[src/rtl/branch_issue_sched.sv]
`default_nettype none
// ============================================================================
// Module   : branch_issue_sched
// Brief    : Shares one conditional-branch comparator among NUM_REQ branch
//            reservation-station entries. Round-robin arbitration feeds a
//            single registered resolve slot with consumer backpressure and
//            flush squash. Each resolved branch reports its taken flag,
//            next PC and mispredict flag.
// Options  : BRANCH_SCHED_STATS_EN adds the stat_resolved / stat_mispred
//            handshake counters. Without it those ports do not exist.
// Revision : 1.0 - initial release
// ============================================================================
module branch_issue_sched #(
   parameter int NUM_REQ = 4,
   parameter int TAG_W   = 6,
   parameter int DATA_W  = 32,
   parameter int ADDR_W  = 32
) (
   input  logic                           clk,
   input  logic                           rst_n,
   input  logic                           flush,
   input  logic [NUM_REQ-1:0]             req_valid,
   input  logic [NUM_REQ-1:0][DATA_W-1:0] req_rs1,
   input  logic [NUM_REQ-1:0][DATA_W-1:0] req_rs2,
   input  logic [NUM_REQ-1:0][2:0]        req_func,
   input  logic [NUM_REQ-1:0][ADDR_W-1:0] req_pc,
   input  logic [NUM_REQ-1:0][ADDR_W-1:0] req_target,
   input  logic [NUM_REQ-1:0]             req_pred_taken,
   input  logic [NUM_REQ-1:0][TAG_W-1:0]  req_tag,
   output logic [NUM_REQ-1:0]             grant,
   output logic                           resolve_valid,
   input  logic                           resolve_ready,
   output logic [TAG_W-1:0]               resolve_tag,
   output logic                           resolve_taken,
   output logic [ADDR_W-1:0]              resolve_next_pc,
   output logic                           resolve_mispredict
`ifdef BRANCH_SCHED_STATS_EN
   ,
   output logic [31:0]                    stat_resolved,
   output logic [31:0]                    stat_mispred
`endif
);

   // Round-robin pointer width; at least one bit even for the smallest build.
   localparam int c_ptr_w = (NUM_REQ > 1) ? $clog2(NUM_REQ) : 1;
   localparam logic [c_ptr_w-1:0] c_last_idx = c_ptr_w'(NUM_REQ - 1);
   localparam logic [ADDR_W-1:0]  c_pc_step  = ADDR_W'(4);

   // RISC-V funct3 branch encodings; 010 and 011 are unused and never taken.
   localparam logic [2:0] c_f3_beq  = 3'b000;
   localparam logic [2:0] c_f3_bne  = 3'b001;
   localparam logic [2:0] c_f3_blt  = 3'b100;
   localparam logic [2:0] c_f3_bge  = 3'b101;
   localparam logic [2:0] c_f3_bltu = 3'b110;
   localparam logic [2:0] c_f3_bgeu = 3'b111;

   typedef enum logic [0:0] {
      S_EMPTY = 1'b0,
      S_FULL  = 1'b1
   } slot_state_t;

   slot_state_t                          r_state;
   logic        [c_ptr_w-1:0]            r_rr_ptr;
   logic        [TAG_W-1:0]              r_tag;
   logic                                 r_taken;
   logic        [ADDR_W-1:0]             r_next_pc;
   logic                                 r_mispredict;

   logic        [NUM_REQ-1:0][c_ptr_w-1:0] w_cand_idx;
   logic                                 w_req_any;
   logic        [c_ptr_w-1:0]            w_win_idx;
   logic                                 w_can_issue;
   logic        [NUM_REQ-1:0]            w_grant;
   logic                                 w_grant_any;

   logic        [DATA_W-1:0]             w_rs1;
   logic        [DATA_W-1:0]             w_rs2;
   logic        [2:0]                    w_func;
   logic        [ADDR_W-1:0]             w_pc;
   logic        [ADDR_W-1:0]             w_target;
   logic                                 w_pred_taken;
   logic        [TAG_W-1:0]              w_tag;
   logic                                 w_taken;
   logic        [ADDR_W-1:0]             w_next_pc;

   // Candidate order: offset i from the pointer, wrapped modulo NUM_REQ so
   // non-power-of-two requester counts still rotate correctly.
   for (genvar gi = 0; gi < NUM_REQ; gi++) begin : g_cand
      localparam int c_off = gi;
      assign w_cand_idx[gi] = ((int'(r_rr_ptr) + c_off) >= NUM_REQ)
                              ? c_ptr_w'(int'(r_rr_ptr) + c_off - NUM_REQ)
                              : c_ptr_w'(int'(r_rr_ptr) + c_off);
   end

   // Pick the first valid requester at or after the round-robin pointer.
   always_comb begin
      w_req_any = 1'b0;
      w_win_idx = '0;
      for (int i = 0; i < NUM_REQ; i++) begin
         if (!w_req_any && req_valid[w_cand_idx[i]]) begin
            w_req_any = 1'b1;
            w_win_idx = w_cand_idx[i];
         end
      end
   end

   // The slot can take a new branch only if it empties this cycle (or already
   // is empty) and no squash is in progress.
   assign w_can_issue = !flush && ((r_state == S_EMPTY) || resolve_ready);

   // One-hot grant to the arbitration winner when the slot can accept it.
   always_comb begin
      w_grant = '0;
      if (w_can_issue && w_req_any) begin
         w_grant[w_win_idx] = 1'b1;
      end
   end

   assign w_grant_any = |w_grant;
   assign grant       = w_grant;

   // Route the winner's operands to the shared comparator.
   assign w_rs1        = req_rs1[w_win_idx];
   assign w_rs2        = req_rs2[w_win_idx];
   assign w_func       = req_func[w_win_idx];
   assign w_pc         = req_pc[w_win_idx];
   assign w_target     = req_target[w_win_idx];
   assign w_pred_taken = req_pred_taken[w_win_idx];
   assign w_tag        = req_tag[w_win_idx];

   // Shared branch comparator; unknown encodings resolve as not taken.
   always_comb begin
      w_taken = 1'b0;
      case (w_func)
         c_f3_beq:  w_taken = (w_rs1 == w_rs2);
         c_f3_bne:  w_taken = (w_rs1 != w_rs2);
         c_f3_blt:  w_taken = ($signed(w_rs1) <  $signed(w_rs2));
         c_f3_bge:  w_taken = ($signed(w_rs1) >= $signed(w_rs2));
         c_f3_bltu: w_taken = (w_rs1 <  w_rs2);
         c_f3_bgeu: w_taken = (w_rs1 >= w_rs2);
         default:   w_taken = 1'b0;
      endcase
   end

   // Fall-through PC wraps naturally at the address width.
   assign w_next_pc = w_taken ? w_target : (w_pc + c_pc_step);

   // Slot FSM: capture the resolved branch on grant, release on handshake,
   // and drop everything on flush. Data holds while the consumer stalls.
   always_ff @(posedge clk or negedge rst_n) begin
      if (!rst_n) begin
         r_state      <= S_EMPTY;
         r_tag        <= '0;
         r_taken      <= 1'b0;
         r_next_pc    <= '0;
         r_mispredict <= 1'b0;
      end else if (flush) begin
         r_state <= S_EMPTY;
      end else begin
         case (r_state)
            S_EMPTY: begin
               if (w_grant_any) begin
                  r_state      <= S_FULL;
                  r_tag        <= w_tag;
                  r_taken      <= w_taken;
                  r_next_pc    <= w_next_pc;
                  r_mispredict <= w_taken ^ w_pred_taken;
               end
            end
            S_FULL: begin
               if (w_grant_any) begin
                  // Back-to-back: the old branch leaves as the new one lands.
                  r_state      <= S_FULL;
                  r_tag        <= w_tag;
                  r_taken      <= w_taken;
                  r_next_pc    <= w_next_pc;
                  r_mispredict <= w_taken ^ w_pred_taken;
               end else if (resolve_ready) begin
                  r_state <= S_EMPTY;
               end
            end
            default: begin
               r_state <= S_EMPTY;
            end
         endcase
      end
   end

   // Advance the pointer past the winner; hold it when nothing is granted.
   always_ff @(posedge clk or negedge rst_n) begin
      if (!rst_n) begin
         r_rr_ptr <= '0;
      end else if (w_grant_any) begin
         r_rr_ptr <= (w_win_idx == c_last_idx) ? '0 : (w_win_idx + 1'b1);
      end
   end

   assign resolve_valid      = (r_state == S_FULL);
   assign resolve_tag        = r_tag;
   assign resolve_taken      = r_taken;
   assign resolve_next_pc    = r_next_pc;
   assign resolve_mispredict = r_mispredict;

`ifdef BRANCH_SCHED_STATS_EN
   logic [31:0] r_stat_resolved;
   logic [31:0] r_stat_mispred;
   logic        w_handshake;

   assign w_handshake = resolve_valid && resolve_ready;

   // Count every slot handshake and the mispredicted subset; wraps at 2^32.
   always_ff @(posedge clk or negedge rst_n) begin
      if (!rst_n) begin
         r_stat_resolved <= '0;
         r_stat_mispred  <= '0;
      end else if (w_handshake) begin
         r_stat_resolved <= r_stat_resolved + 32'd1;
         if (r_mispredict) begin
            r_stat_mispred <= r_stat_mispred + 32'd1;
         end
      end
   end

   assign stat_resolved = r_stat_resolved;
   assign stat_mispred  = r_stat_mispred;
`else
   // Statistics counters are compiled out in this build.
`endif

endmodule
`default_nettype wire
[config.mk]
export PLATFORM = sky130hd
export DESIGN_NAME = branch_issue_sched
export DESIGN_NICKNAME = d
export VERILOG_FILES = /design/src/rtl/branch_issue_sched.sv
export SDC_FILE = /design/constraint.sdc
export NUM_CORES = 1
export LEC_CHECK = 0
export BUFFER_PORTS_ARGS = -buffer_cell sky130_fd_sc_hd__buf_2
export CORE_AREA = 2 2 235 237
export DETAILED_ROUTE_END_ITERATION = 10
export DIE_AREA = 0 0 237 239
export PLACE_DENSITY_LB_ADDON = 0.2
export SLEW_MARGIN = 10
export SYNTH_ARGS = -nofsm -noshare
export SYNTH_HDL_FRONTEND = slang
export SYNTH_SLANG_ARGS = --single-unit
[constraint.sdc]
create_clock -name clk -period 7.25 [get_ports clk]
set_input_delay 0.3625 -clock clk [delete_from_list [all_inputs] [get_ports clk]]
set_output_delay 0.3625 -clock clk [all_outputs]
set_load 0.01 [all_outputs]
==> flow_metrics.tcl, run 1 <==
set metrics [dict create \
    status "complete, no violations" \
    endpoint "resolve_next_pc[18]" \
    gp_congestion 0.8339 \
    cts_buffers 5 \
    wirelength_um 46760 \
    rows 86 \
    drtIter0Drc 378 \
    worst_r2r_endpoint "resolve_next_pc[18]" \
    synth_cell_type_count 64 \
    place_area_sq_um 11410 \
    critPathCaptureType "flip-flop" \
    cts_max_level 2 \
    clock-root-buffer "clkbuf_16" \
    avgViaCountPerCell 4.391 \
    cp_top_family "compound AO/OA/AOI/OAI gates" \
    path_class "reg2reg" \
    postSynthAreaPerCell_sq_um 6.126 \
    arrival_ns 5.93 \
    start_util 0.1428 \
    netlist_area_sq_um 7761 \
    fmaxAchievable_mhz 175.7 \
    crit_required_ns 7.49 \
    slowest_stage "nor4_1" \
    netlist.area_leader.share 0.2481 \
    setup.worst_path.start "r_rr_ptr[1]" \
    syn_nets 1864 \
    cp_cell_sequence "a21o_1 > a21oi_1 > o22a_4 > inv_6 > buf_4 > nand2_1 > and3_1 > a31oi_1 > ha_1 > nand4_1 > nor2_1 > nand3_1 > nor4_1 > xnor2_1 > o21bai_1 > o211a_1 > buf_4 > a31oi_1 > a21oi_1" \
    pwr-share-seq 0.114 \
    io_pins 605 \
    r2r-start "r_rr_ptr[1]" \
    fin_nets 2395 \
    irDropWorstVdd_v 0.0001155 \
    yosys.area.top_type "nand2_1" \
    postCtsSetupBuffers 0 \
    min_period_ns 5.691 \
    reg2reg_depth 19 \
    holdBufCountCts 0 \
    hpwl_um 38790 \
    synth_flop_cell "dfrtp_1" \
    async_flop_share 1.000 \
    finalHoldViolations 0 \
    setup_tns_ns 0 \
    switching_power_mw 2.234 \
    synth_edf_count 0 \
    cp-start-kind "flip-flop" \
    synthCells 1267 \
    p_int_mw 1.640 \
    die-area_sq_um 56640 \
    path_depth 19 \
    cts.repair.resized 0 \
    setup_viol 0 \
    core_area_sq_um 54340 \
    grt_pass1_vias 11600 \
    drc_errors 0 \
    worstMarginPinSlew_ns 0.9216 \
    drt_pass1_iterations 6 \
    synth_area_leaders "nand2_1 (25%), dfrtp_1 (14%), mux2i_1 (9.8%)" \
    yosysSeqAreaShare 0.1386 \
    drive_above_1_share 0.3663 \
    power.density_nw_per_um2 335.0 \
    synth_warnings 0 \
    wl_per_cell_um 18.65 \
    period_share 0.7850 \
    clkSinkCount 43 \
    grt_pass1_wl_um 68170 \
    portBuffers 604 \
    grt_max_degree 114 \
    path_buf_inv 3 \
    drv_slew 0 \
    hold_path.class "in2async" \
    vias 11010 \
    max_cap_viol_count 0 \
    grtUsageTotal 0.1574 \
    fillers 6441 \
    critPathMaxStageDelay_ns 0.79 \
    clk_path_buf_depth 2 \
    slew_headroom 0.3856 \
    rrSetupSlack_ns 1.56 \
    area_growth_pct 49.02 \
    clock_skew_ns 0.01230 \
    swShare 0.5766 \
    ys_ff_latch 43 \
    cts_tree "yes" \
    fp.dieW_um 237 \
    grt_setup_unrepaired "no" \
    crit_path_max_fanout 93 \
    fin_area_sq_um 11570 \
    die_h_um 239 \
    gr-total-overflow 0 \
    clk_pin_slew_ns 0.08 \
    clk_latency_ns 0.31 \
    p_comb_frac 0.822 \
    antenna_found_initial 8 \
    ant_nets 0 \
    clockPowerShare 0.064 \
    leakage_nw 6.156 \
]
[flip-flops by register name (all words and copies together) (netlist names)]
register,cells
r_rr_ptr,2
resolve_tag,6
resolve_valid,1
resolve_taken,1
resolve_mispredict,1
resolve_next_pc,32
[area by class of cell]
type                       count  area (sq um)  area share
antenna                        4         10.01   0.0008654
timing repair buffer         623          3191      0.2759
tap                          704         880.8     0.07616
clock inverter                 3         23.77    0.002055
sequential                    43          1076     0.09303
inverter                       9         51.30    0.004435
clock buffer                   5         125.1     0.01082
multi-input combinational   1116          6208      0.5368
[layout by cell type, fill, tap and decap left out, types with 5 or more instances in the layout]
cell / instances
a311oi_1: 6
clkbuf_16: 5
buf_4: 17
xor2_1: 19
nand4_1: 13
buf_2: 604
xnor2_1: 7
o22ai_1: 8
nor2_1: 37
o21ai_0: 18
a21oi_1: 34
ha_1: 37
nand2_1: 513
mux2i_1: 76
dfrtp_1: 43
nand3_1: 143
mux2i_2: 5
and3_1: 52
a211oi_1: 8
and2_1: 5
a31oi_1: 56
inv_1: 7
a21o_1: 19
nor4_2: 5
[worst min path at each step]
| stage | endpoint | cells after the start |
|---|---|---|
| finish | resolve_next_pc[16] | 2 |
| global route | resolve_next_pc[16] | 2 |
| CTS | resolve_next_pc[16] | 2 |
| detailed placement | resolve_tag[2] | 1 |
| global placement | resolve_tag[2] | 1 |
| floorplan | r_rr_ptr[0] | 0 |
[power by group through the flow]
stage | clock, mW | combinational (mW) | sequential, mW
floorplan | 0 | 2.02 | 0.488
global placement | 0 | 3.25 | 0.443
detailed placement | 0 | 3.27 | 0.449
CTS | 0.263 | 3.29 | 0.445
global route | 0.270 | 3.57 | 0.459
finish | 0.250 | 3.18 | 0.441
[logic make-up after synthesis]
kind of cell,Yosys count,share of synthesized area
flops,43,0.1386
fa+ha+maj,37,0.05965
mux,83,0.1098
xor+xnor,26,0.02934
buf+inv,108,0.06577
simple gates,794,0.4495
compound gates,176,0.1474
[stage by stage]
step | setup WS, ns | util | hold slack, ns | std cells | power [mW]
after floorplan | 1.968 | - | 0.06691 | 1267 | 2.513
after global placement | 1.336 | 0.2099 | 0.4594 | 2495 | 3.692
after detailed placement | 1.278 | 0.2099 | 0.4600 | 2495 | 3.720
after CTS | 1.276 | 0.2127 | 0.1904 | 2503 | 3.996
after global routing | 0.9120 | 0.2128 | 0.2268 | 2506 | 4.300
final | 1.559 | 0.2128 | 0.1574 | 2507 | 3.875
[layer usage]
layer | wire (um) | up-vias | global-route usage
met5 | 45 | - | 0
met4 | 840 | 8 | 0.04277
met3 | 2819 | 31 | 0.02829
met2 | 24630 | 436 | 0.3072
met1 | 18430 | 5090 | 0.1725
li1 | - | 5443 | -
[Yosys cell counts (all sizes together), types with 8 or more instances]
master and instances:
nand2 513, nand3 144, mux2i 81, clkbuf 68
a31oi 56, and3 52, dfrtp 43, nor2 39
ha 37, a21oi 34, buf 31, o21ai 22
a21o 19, xor2 19, nand4 15, nor4 10
a211oi 9, inv 8, o22ai 8
Power figures use the tool's default switching activity.
==> inputs of run 2 (changes only) <==
==> constraint.sdc (replaced) <==
create_clock -name clk -period 5.5 [get_ports clk]
set_input_delay 0.275 -clock clk [delete_from_list [all_inputs] [get_ports clk]]
set_output_delay 0.275 -clock clk [all_outputs]
set_load 0.01 [all_outputs]
==> flow_metrics.tcl, run 2 (synthesis results as in run 1) <==
set metrics [dict create \
    fin_nets 2410 \
    clkSinkCount 43 \
    grt_pass1_wl_um 66800 \
    vias 11060 \
    largest_reg_flops 32 \
    drc_errors 0 \
    period_share 0.9105 \
    die_h_um 239 \
    cts.repair.resized 0 \
    antenna_found_initial 11 \
    worstMarginPinSlew_ns 0.9002 \
    ant_nets 0 \
    setup_viol 0 \
    path_class "reg2reg" \
    drive_above_1_share 0.3716 \
    portBuffers 604 \
    critPathCaptureType "flip-flop" \
    pwr-share-seq 0.112 \
    holdBufCountCts 0 \
    clk_path_buf_depth 2 \
    irDropWorstVdd_v 0.0001645 \
    grtUsageTotal 0.1557 \
    clockPowerShare 0.063 \
    clock_skew_ns 0.008420 \
    grt_max_degree 109 \
    fillers 6330 \
    rows 86 \
    p_int_mw 2.245 \
    drtIter0Drc 378 \
    avgViaCountPerCell 4.386 \
    area_growth_pct 51.25 \
    totalPowerFinal_mw 5.202 \
    post-route-util 0.2160 \
    grt_setup_unrepaired "no" \
    pre_cts_slack_ns 0.4251 \
    slew_headroom 0.3998 \
    leakage_nw 6.251 \
    layout_common_cells "buf_2 (604), nand2_1 (513), nand3_1 (143)" \
    setup_tns_ns 0 \
    finalHoldViolations 0 \
    die-area_sq_um 56640 \
    power.density_nw_per_um2 443.2 \
    cts_max_level 2 \
    start_util 0.1428 \
    swShare 0.5684 \
    min_period_ns 5.008 \
    cts_tree "yes" \
    hold_path.class "in2async" \
    p_comb_frac 0.825 \
    gp_congestion 0.8276 \
    crit_path_max_fanout 42 \
    core_area_sq_um 54340 \
    max_cap_viol_count 0 \
    switching_power_mw 2.957 \
    drv_slew 0 \
    fmaxAchievable_mhz 199.7 \
    drt_pass1_iterations 5 \
    gr-total-overflow 0 \
    clock-root-buffer "clkbuf_16" \
    crit_required_ns 5.70 \
    status "complete, no violations" \
    fp.dieW_um 237 \
    mostFrequentLayoutCell "buf_2" \
    cts_buffers 5 \
    clk_pin_slew_ns 0.08 \
    wirelength_um 46650 \
    hpwl_um 39170 \
    cp-start-kind "flip-flop" \
    wl_per_cell_um 18.50 \
    grt_pass1_vias 11170 \
    postCtsSetupBuffers 0 \
    layout_setup_ws_ns 0.4921 \
    io_pins 605 \
    clk_latency_ns 0.31 \
    arrival_ns 5.21 \
]
run 2: cell count changes in the layout (fill, tap and decap cells not counted), sizes merged:
| cell | delta |
|---|---|
| buf | +15 |
| diode | -1 |
run 2: routing by layer:
metal  GRT usage  share of wire  up-vias
li1            -              -     5461
met1      0.1717           0.39     5120
met2      0.3042           0.52      431
met3     0.02945          0.061       42
met4     0.03644          0.019        4
met5           0        0.00051        -
run 2: path summary, 6_finish.rpt:
check | from | to | slack [ns] | cells past startpoint
min in group clk | flush | resolve_valid | 0.18 | 2
setup reg to reg | r_rr_ptr[1] | resolve_next_pc[2] | 0.49 | 19
max in group asynchronous | rst_n | resolve_next_pc[23] | 4.96 | 2
hold reg to reg | resolve_tag[2] | resolve_tag[2] | 0.47 | 1
hold / removal | rst_n | resolve_next_pc[14] | 0.07 | 2
setup / recovery | r_rr_ptr[1] | resolve_next_pc[2] | 0.49 | 19
run 2: worst max-delay path, cell delays in order (launching register included):
cell,delay [ns]
dfrtp_1,0.46
a21o_1,0.15
a21oi_1,0.07
o22a_4,0.27
inv_6,0.27
buf_12,0.22
nand2_1,0.06
and3_1,0.16
a31oi_1,0.17
ha_1,0.25
and3_1,0.19
a221oi_1,0.29
o21ai_0,0.16
o32a_1,0.38
nor2_1,0.18
mux2_2,0.40
o211ai_4,0.49
buf_4,0.32
o21ai_0,0.16
o22a_1,0.23
run 2: stage by stage:
stage	hold slack [ns]	instances	cell area (sq um)
after floorplan	-0.02059	1267	7761
after global placement	0.4574	2510	11580
after detailed placement	0.4551	2510	11580
after CTS	0.1065	2518	11730
after global routing	0.1344	2521	11740
final	0.07269	2521	11740
run 2: power groups by stage:
stage	Combinational, mW	Sequential, mW	Clock [mW]
floorplan	2.67	0.643	0
global placement	4.37	0.582	0
detailed placement	4.38	0.591	0
CTS	4.40	0.585	0.350
global route	4.77	0.606	0.359
finish	4.29	0.582	0.329
run 2: area by class of cell:
| class | instances | area, sq um | share of cell area |
|---|---|---|---|
| diodes | 3 | 7.507 | 0.0006395 |
| multi-input cells | 1116 | 6208 | 0.5289 |
| clock inverters | 3 | 23.77 | 0.002025 |
| repair buffers | 638 | 3366 | 0.2867 |
| well taps | 704 | 880.8 | 0.07504 |
| inverters | 9 | 51.30 | 0.004370 |
| flip-flops and latches | 43 | 1076 | 0.09166 |
| clock buffers | 5 | 125.1 | 0.01066 |
